[src/rtl/hazard_ctrl.sv]
// Hazard and flow-control unit for the 5-stage pipeline: load-use and flag stalls,
// multi-cycle taken-branch flushes, data-memory freezes and saturating event counters.
module hazard_ctrl #(
  parameter int unsigned FLUSH_CYCLES = 1,
  parameter int unsigned CNT_W        = 16
) (
  input  logic             clk,
  input  logic             reset,
  input  logic             memRead_EX,
  input  logic             RegWrite_EX,
  input  logic             set_flags_EX,
  input  logic [4:0]       targetReg_EX,
  input  logic             instr_valid_ID,
  input  logic [4:0]       Rn_ID,
  input  logic [4:0]       Rm_ID,
  input  logic             uses_Rn_ID,
  input  logic             uses_Rm_ID,
  input  logic             flag_use_ID,
  input  logic             branch_taken_EX,
  input  logic             mem_busy_MEM,
  output logic             pc_write_en,
  output logic             if_id_write_en,
  output logic             if_id_flush,
  output logic             id_ex_bubble,
  output logic             pipe_freeze,
  output logic [CNT_W-1:0] stall_cnt,
  output logic [CNT_W-1:0] flush_cnt
);

  typedef enum logic [1:0] {
    RUN    = 2'd0,
    FLUSH  = 2'd1,
    FREEZE = 2'd2
  } state_t;

  localparam logic [2:0]       FLUSH_INIT = 3'(FLUSH_CYCLES - 1);
  localparam logic [CNT_W-1:0] CNT_MAX    = '1;
  localparam logic [CNT_W-1:0] CNT_ONE    = CNT_W'(1);

  state_t           state, state_nxt;
  logic [2:0]       flush_left, flush_left_nxt;
  logic [CNT_W-1:0] stall_cnt_nxt, flush_cnt_nxt;
  logic             load_use, flag_haz, in_flush;

  // A load always writes its target, so memRead_EX alone qualifies the hazard.
  logic unused_inputs;
  assign unused_inputs = RegWrite_EX;

  assign load_use = memRead_EX && (targetReg_EX != 5'd31) && instr_valid_ID &&
                    ((uses_Rn_ID && (Rn_ID == targetReg_EX)) ||
                     (uses_Rm_ID && (Rm_ID == targetReg_EX)));
  assign flag_haz = set_flags_EX && flag_use_ID && instr_valid_ID;

  always_comb begin
    // NOTE: every signal gets a default before any branch so no path infers a latch.
    state_nxt      = state;
    flush_left_nxt = flush_left;
    stall_cnt_nxt  = stall_cnt;
    flush_cnt_nxt  = flush_cnt;
    in_flush       = 1'b0;
    pc_write_en    = 1'b1;
    if_id_write_en = 1'b1;
    if_id_flush    = 1'b0;
    id_ex_bubble   = 1'b0;
    pipe_freeze    = 1'b0;

    if (reset) begin
      pc_write_en    = 1'b0;
      if_id_write_en = 1'b0;
      if_id_flush    = 1'b1;
      id_ex_bubble   = 1'b1;
    end else if (mem_busy_MEM) begin
      // ID/EX holds, so no bubble or flush is injected while frozen.
      pipe_freeze    = 1'b1;
      pc_write_en    = 1'b0;
      if_id_write_en = 1'b0;
      state_nxt      = FREEZE;
    end else begin
      state_nxt = RUN;
      // Leaving FREEZE resumes an interrupted flush if one is still pending.
      in_flush  = (state == FLUSH) || ((state == FREEZE) && (flush_left != 3'd0));
      if (in_flush) begin
        if_id_flush    = 1'b1;
        id_ex_bubble   = 1'b1;
        flush_left_nxt = flush_left - 3'd1;
        state_nxt      = (flush_left == 3'd1) ? RUN : FLUSH;
      end else if (branch_taken_EX) begin
        if_id_flush    = 1'b1;
        id_ex_bubble   = 1'b1;
        flush_left_nxt = FLUSH_INIT;
        state_nxt      = (FLUSH_INIT != 3'd0) ? FLUSH : RUN;
        if (flush_cnt != CNT_MAX) flush_cnt_nxt = flush_cnt + CNT_ONE;
      end else if (load_use || flag_haz) begin
        pc_write_en    = 1'b0;
        if_id_write_en = 1'b0;
        id_ex_bubble   = 1'b1;
        if (stall_cnt != CNT_MAX) stall_cnt_nxt = stall_cnt + CNT_ONE;
      end
    end
  end

  // NOTE: state registers use non-blocking assignments so every flop samples pre-edge values.
  always_ff @(posedge clk) begin
    if (reset) begin
      state      <= RUN;
      flush_left <= 3'd0;
      stall_cnt  <= '0;
      flush_cnt  <= '0;
    end else begin
      state      <= state_nxt;
      flush_left <= flush_left_nxt;
      stall_cnt  <= stall_cnt_nxt;
      flush_cnt  <= flush_cnt_nxt;
    end
  end

endmodule
[config.mk]
export PLATFORM = sky130hd
export DESIGN_NAME = hazard_ctrl
export DESIGN_NICKNAME = d
export VERILOG_FILES = /design/src/rtl/hazard_ctrl.sv
export SDC_FILE = /design/constraint.sdc
export NUM_CORES = 1
export LEC_CHECK = 0
export BUFFER_PORTS_ARGS = -buffer_cell sky130_fd_sc_hd__buf_2
export CORE_MARGIN = 2
export CORE_UTILIZATION = 50
export DETAILED_ROUTE_END_ITERATION = 16
export GPL_TIMING_DRIVEN = 0
export PLACE_DENSITY = 0.78
export SETUP_SLACK_MARGIN = 0.4
export SYNTH_ARGS = -nofsm -noshare
export SYNTH_HDL_FRONTEND = slang
export SYNTH_SLANG_ARGS = --single-unit
[constraint.sdc]
create_clock -name clk -period 2.3 [get_ports clk]
set_input_delay 0.115 -clock clk [delete_from_list [all_inputs] [get_ports clk]]
set_output_delay 0.115 -clock clk [all_outputs]
set_load 0.05 [all_outputs]
* After elaboration in Yosys (flattened, before gate mapping) *
Cells that the tools add are included.
Widths: inputs -> output; s select.

storage, ports and cells
  bits in registers = 37
  input port bits = 26

operators by class
  add/subtract/negate cells = 3
  equality and inequality tests = 8
  muxes and demuxes = 21
  bitwise logic cells = 3
  reductions and logical operators = 17

operator list
  operator               count
  $add 16x1->16 const B  2
  $ne 16x16->1 const B   2
  $mux 1                 18
  $eq 5x5->1             2
  $logic_and 1x1->1      8
  $mux 3                 2
  $ne 5x5->1 const B     1
  $reduce_and 5->1       1
  $reduce_and 4->1       1
  $eq 3x1->1 const B     1
  $logic_or 1x1->1       3
  $not 1->1              3
  $reduce_bool 3->1      1
  $reduce_or 3->1        1
  $sub 3x1->3 const B    1
  $eq 2x1->1 const B     1
  $eq 2x2->1 const B     1
  $mux 2                 1
  $reduce_and 2->1       1
  $reduce_bool 2->1      1

* Depth between registers and ports, before layout *
Gate-level depths: netlist (run 1).

  depth after elaboration = 10
  mapped depth = 10
  mapped depth without buffers = 9

* Worst setup path after synthesis (run 1) *
Ideal clock, no wire load.

  path type = register to output
  start = register flush_left[0]
  end = output pc_write_en
  arrival time = 2.804 ns
  required time = 2.185 ns
  path slack = -0.619 ns
  cell stages (with the launch flop) = 8
  path buffers = 1
  cells stage by stage = dfxtp_1 -> inv_1 -> ha_1 -> nor2b_2 -> o21ai_1 -> nor2_1 -> a311oi_1 -> buf_4

on the way
  longest elaborated chain between the ends = 6

ends and longest elaborated chain
  element                 line  RTL
  from (decl)             41    logic [2:0] flush_left, flush_left_nxt;
  from (signal assigned)  111   flush_left <= flush_left_nxt;
  $reduce_bool 3->1       81    in_flush = (state == FLUSH) || ((state == FREEZE) && (flush_left != 3'd0));
  $logic_and 1x1->1       81
  $logic_or 1x1->1        81
  $mux 1 (3 in a row)     n/a
  to (decl)               21    output logic pc_write_en,

Every way passes these cells.

* Worst setup path in the final report (run 1) *
  start = register flush_left[0]
  end = register stall_cnt[3]

on the way
  longest elaborated chain between the ends = 5

ends and longest elaborated chain
  element                            line  RTL
  $reduce_bool 3->1                  81
  $logic_and 1x1->1                  81
  $logic_or 1x1->1                   81
  $not 1->1 (no source line)         n/a
  $reduce_and 5->1 (no source line)  n/a
  to (signal assigned)               112   stall_cnt <= stall_cnt_nxt;
  to (decl)                          26    output logic [CNT_W-1:0] stall_cnt,

Every way passes these cells.
A chain may end at the register's enable or synchronous reset.

==> flow_summary.ini, run 1 <==
[logic_synthesis]
ys_ff_latch = 37
synth_simple_gate_area_share_pct = 31.1
synthMuxAreaShare_pct = 1.05
synthXorXnorAreaFrac_pct = 15.1
synthAdderAreaFrac_pct = 3.08
synth_seq_area_share_pct = 36.5
synth.distinct_cells = 42
synth_compound_area_share_pct = 9.62
synth_top_family_by_area = simple AND/OR/NAND/NOR gates
syn_area_um2 = 2030
syn_nets = 271
avgSynthCellArea_um2 = 8.45
syn_inst = 240
ys_warn_count = 0

[detailed_routing]
vias = 1934
drt_iter0_markers = 65
wire_per_inst_um = 12.9
wl_um = 4800
viasPerCell = 5.20
ant_nets = 0
drt_pre_antenna_iters = 4
drc_errors = 0

[timing]
finalCritPeriodShare_pct = 83.1
finClkSkew_ps = 7.77
slew-limit-headroom_pct = 59.8
rsz0062_at_grt = true
setup_slack_ps = 390
hold_viol = 0
tightest_slew_ps = 603
setup_viol = 0
min_period_ps = 1910
fmaxAchievable_mhz = 524
slew_viol_final = 0
fin_tns_setup_ps = 0

[placed_design]
dp_hpwl_um = 3490
gp_congestion = 0.829
dpl_cell_area_um2 = 2460
pre_cts_ws_ps = 205
dp.cells = 351
portBuffers = 61

[floorplanning]
die_h_um = 67.7
ios = 63
dieArea_um2 = 4580
die_w_um = 67.7
start_util_pct = 51.4
core.rowCount = 23
coreArea_um2 = 3940

[power]
p_per_area_nw_per_um2 = 435
p_total_uw = 1230
ir_worst_vdd_uv = 347
power_leakage_uw = 0.00123

[clocking]
cts-root-buf = clkbuf_8
clockBufferDepth = 2
clock_latency_ps = 280
clock-sinks = 37
clk_pin_slew_worst_paths_ps = 70
htreeDepth = 2
cts_tree = yes
numCtsBuffers = 5

[flow_run]
maxCapViolCount = 0

[worst_hold_path]
min_path_type = in -> reg

[run_status]
outcome = finished, final reports clean

[critical_path]
worst-setup-path-type = reg -> reg
cp-start-kind = flip-flop
cp-end-kind = flip-flop
crit_path_max_fanout = 3
worst-endpoint-required_ps = 2500
cp.arrival_ps = 2110

[global_route]
grt_max_degree = 13
overflow = 0
grt_pass1_wl_um = 7730
antenna_found_initial = 0
track_usage_pct = 22.2
grt_pass1_vias = 1768

[final_layout]
area_growth_pct = 39.7
final_nets = 352
num_antenna_cells = 0
design_area_um2 = 2830
final_cells = 372
drive_above_1_share_pct = 45.3
[critical path, cell delays in order (launching register included)]
cell       delay [ps]
dfxtp_2           330
inv_2              70
ha_4              120
nor2b_4           170
o2111ai_2         130
a221oi_2          230
nand2_1           150
buf_4             160
or3_1             330
a21oi_1           140
[cells in the mapped netlist, drive strengths merged]
| cell type | count | share of area (%) |
|---|---|---|
| nand3 | 17 | 4.2 |
| and3 | 1 | 0.31 |
| mux2 | 1 | 0.56 |
| a22oi | 1 | 0.37 |
| a311oi | 2 | 1.2 |
| o22a | 1 | 0.43 |
| or3 | 5 | 1.5 |
| buf | 2 | 0.74 |
| nor2 | 42 | 7.8 |
| a221oi | 1 | 0.43 |
| mux2i | 1 | 0.49 |
| a21o | 1 | 0.43 |
| nand2 | 18 | 3.3 |
| nand2b | 3 | 0.93 |
| and4 | 1 | 0.43 |
| nor2b | 3 | 1.0 |
| and2 | 1 | 0.31 |
| xor2 | 9 | 3.9 |
| ha | 5 | 3.1 |
| o21ai | 9 | 2.8 |
| o31ai | 2 | 0.74 |
| nor4 | 5 | 2.6 |
| or4 | 2 | 0.74 |
| xnor2 | 26 | 11 |
| dfxtp | 37 | 37 |
| nand4 | 7 | 3.2 |
| inv | 11 | 2.0 |
| a21oi | 8 | 2.0 |
| nor3 | 10 | 3.7 |
| o2111ai | 2 | 0.86 |
| o221ai | 1 | 0.43 |
| clkbuf | 4 | 0.74 |
| nand3b | 1 | 0.99 |
[report_power, final]
part / switching [uW] / leakage [uW] / internal, uW
sequential: 3.67 / 0.000313 / 639
combinational: 91.3 / 0.000872 / 59.7
clock: 222 / 0.0000424 / 216
[stage by stage]
stage               hold WS, ps  util (%)
finish                      254      71.9
global route                288      71.9
CTS                         235      67.4
detailed placement          487      62.4
global placement            472      62.4
floorplan                   286         -
[cell type report]
type | count | area (um^2)
Multi-Input combinational cell | 186 | 1400
Timing Repair Buffer | 74 | 422
Buffer | 6 | 37.5
Tap cell | 50 | 62.6
Clock buffer | 7 | 76.3
Inverter | 11 | 41.3
Clock inverter | 1 | 8.76
Sequential cell | 37 | 782
Fill cell | 298 | 1110
[kinds of logic after synthesis]
| family | after synthesis |
|---|---|
| simple gates | 116 |
| fa+ha+maj | 5 |
| buf+inv | 17 |
| mux | 2 |
| flops | 37 |
| xor+xnor | 35 |
| compound gates | 28 |
[per-layer routing]
layer	up-vias	wire length (um)	GRT usage [%]
met5	-	0	0
met4	0	23	4.59
met3	2	132	5.17
met2	25	2570	38.6
met1	917	2070	27.8
li1	990	-	-
[state kept, by name (all words and copies together) (netlist names)]
register / count
flush_cnt: 16
stall_cnt: 16
state: 2
flush_left: 3
[worst paths after layout]
kind | start | to | slack, ps | depth (start not counted)
setup / recovery | flush_left[0] | stall_cnt[3] | 390 | 9
hold / removal | mem_busy_MEM | state[1] | 250 | 3
setup reg to reg | flush_left[0] | stall_cnt[3] | 390 | 9
hold reg to reg | stall_cnt[11] | stall_cnt[11] | 490 | 2
[cell usage in the layout, fill, tap and decap left out, drive strengths merged, types with 3 or more instances in the layout]
| master | count |
|---|---|
| buf | 76 |
| nor2 | 42 |
| dfxtp | 37 |
| xnor2 | 26 |
| nand2 | 18 |
| nand3 | 17 |
| inv | 11 |
| clkbuf | 11 |
| nor3 | 10 |
| xor2 | 9 |
| o21ai | 9 |
| a21oi | 8 |
| nand4 | 7 |
| or3 | 5 |
| nor4 | 5 |
| ha | 5 |
| nor2b | 3 |
| nand2b | 3 |
[timing repair]
item                       4_1_cts  5_1_grt
pin swaps                        6       10
setup buffers                    5        7
gates resized for setup         21       24
hold buffers                     0        0
setup endpoints to repair       24       25
gates cloned                     0        1
Note: power is estimated with default switching activity, not from simulation.
==> run 2: changes to the inputs <==
Settings changed: CORE_UTILIZATION 50 to 46, PLACE_DENSITY 0.78 to 0.76.
Clock period 2.3 ns to 1.7 ns, I/O delays scaled along.
==> run 2 against run 1 <==
- the flow now finishes with violations (negative setup slack)
- sequential share of layout area is 1.6 points lower
- largest cell class unchanged
- global-route usage down 0.40 points
- total power grew 41%
- clock-buffer cell count grew 1
- via count rose by 4.9%
- first-iteration DRC count up 72%
- critical endpoint is now id_ex_bubble
- utilization grew 3.0 points
- clock power is 47% higher
- combinational power grew 63%
- die area up 8.2%
==> flow_summary.ini, run 2 (same netlist as run 1, synthesis figures left out) <==
[detailed_routing]
wire_per_inst_um = 14.4
vias = 2029
ant_nets = 0
drt_pre_antenna_iters = 4
wl_um = 5560
viasPerCell = 5.26
drc_errors = 0
drt_iter0_markers = 112

[clocking]
clock_latency_ps = 290
clk_pin_slew_worst_paths_ps = 70
cts_hold_buf = 0
htreeDepth = 2
cts_tree = yes
cts-root-buf = clkbuf_8
numCtsBuffers = 5
clockBufferDepth = 2
clock-sinks = 37

[timing]
hold_viol = 0
min_period_ps = 2000
finalCritPeriodShare_pct = 117
setup_viol = 34
slew_viol_final = 0
finClkSkew_ps = 9.17
fmaxAchievable_mhz = 501
tightest_slew_ps = 504
slew-limit-headroom_pct = 66.4
setup_slack_ps = -297
fin_hold_ws_ps = 236
fin_tns_setup_ps = -4740
rsz0062_at_grt = true

[floorplanning]
coreArea_um2 = 4290
die_h_um = 70.4
dieArea_um2 = 4960
core.rowCount = 24
die_w_um = 70.4
ios = 63
start_util_pct = 47.2

[run_status]
outcome = finished, violations left
failed_checks = negative setup slack

[final_layout]
n_fill_cell = 293
drive_above_1_share_pct = 57.2
reg.largest.list = flush_cnt (16), stall_cnt (16), flush_left (3)
mostFrequentLayoutCells = buf_2, nor2_1, xnor2_1
area_growth_pct = 58.5
layout_commonest_cell = buf_2
final_cells = 386
num_antenna_cells = 0
final_nets = 364

[critical_path]
cp-end-kind = primary output
crit_slowest_cell = dfxtp_2
cp.arrival_ps = 1910
path_cells = inv_2 -> ha_4 -> nor2b_4 -> buf_4 -> o21ai_4 -> buf_4 -> o21ai_4 -> nand2b_4 -> a21o_4 -> buf_8
critical-path-max-stage-delay_ps = 330
crit_path_max_fanout = 3
worst-endpoint-required_ps = 1620
worst-setup-path-type = reg -> out
cp-start-kind = flip-flop

[global_route]
grt_pass1_wl_um = 8770
overflow = 0
antenna_found_initial = 0
track_usage_pct = 21.8
grt_pass1_vias = 1911
grt_max_degree = 12

[placed_design]
dp_hpwl_um = 3520
gp_congestion = 0.784
dp.cells = 353
pre_cts_ws_ps = -398
portBuffers = 61

[power]
power_leakage_uw = 0.00137
p_total_uw = 1730
ir_worst_vdd_uv = 417
p_per_area_nw_per_um2 = 539

[flow_run]
maxCapViolCount = 0

[worst_hold_path]
min_path_type = in -> reg
-- run 2: cell types whose count changed in the layout (fill, tap and decap cells not counted), moves of 4 or more --
cell     change
buf_6        +6
dfxtp_1      -7
dfxtp_2     -11
dfxtp_4     +18
nand3_1      -6
nand3_2      +6
nor2_1       -4
-- run 2: layer usage --
| metal | wire length [um] | GRT usage [%] |
|---|---|---|
| met5 | 0 | 0 |
| met4 | 35 | 4.70 |
| met2 | 2760 | 36.3 |
| met1 | 2450 | 28.6 |
| met3 | 317 | 5.34 |
-- run 2: worst paths after layout --
check | startpoint | endpoint | slack (ps) | depth (start not counted)
max | flush_left[1] | id_ex_bubble | -300 | 10
min | mem_busy_MEM | state[1] | 240 | 3
max reg2reg | flush_left[1] | stall_cnt[15] | -240 | 10
min reg2reg | stall_cnt[15] | stall_cnt[15] | 510 | 2
-- run 2: timing repair --
item | CTS | global route
setup buffers | 18 | 6
resized for setup | 44 | 14
endpoints found under the setup margin | 40 | 40
gates cloned | 1 | 0
pin swaps | 17 | 16
-- run 2: area by class of cell --
class | count | area (um^2) | share of cell area, %
Tap cell | 52 | 65.1 | 2.02
Inverter | 11 | 41.3 | 1.28
Timing Repair Buffer | 86 | 572 | 17.8
Sequential cell | 37 | 836 | 26.0
Buffer | 6 | 40.0 | 1.25
Multi-Input combinational cell | 186 | 1570 | 48.9
Clock buffer | 8 | 90.1 | 2.80
-- run 2: worst max-delay path, delay by kind of cell (launching register included) --
| kind | cells | cell delay [ps] |
|---|---|---|
| adders and majority gates | 1 | 120 |
| DFF | 1 | 330 |
| and+or+nand+nor | 2 | 240 |
| AOI/OAI and AO/OA | 3 | 410 |
| buffers and inverters | 4 | 510 |
-- run 2: report_power, final --
part           internal (uW)  switching (uW)
clock network            331             311
logic                    105             141
registers                837            6.40
-- run 2: stage by stage --
step	util, %	area, um^2
after floorplan	-	2300
after global placement	62.2	2670
after detailed placement	62.2	2670
after CTS	71.8	3080
after global routing	74.9	3210
final	74.9	3210
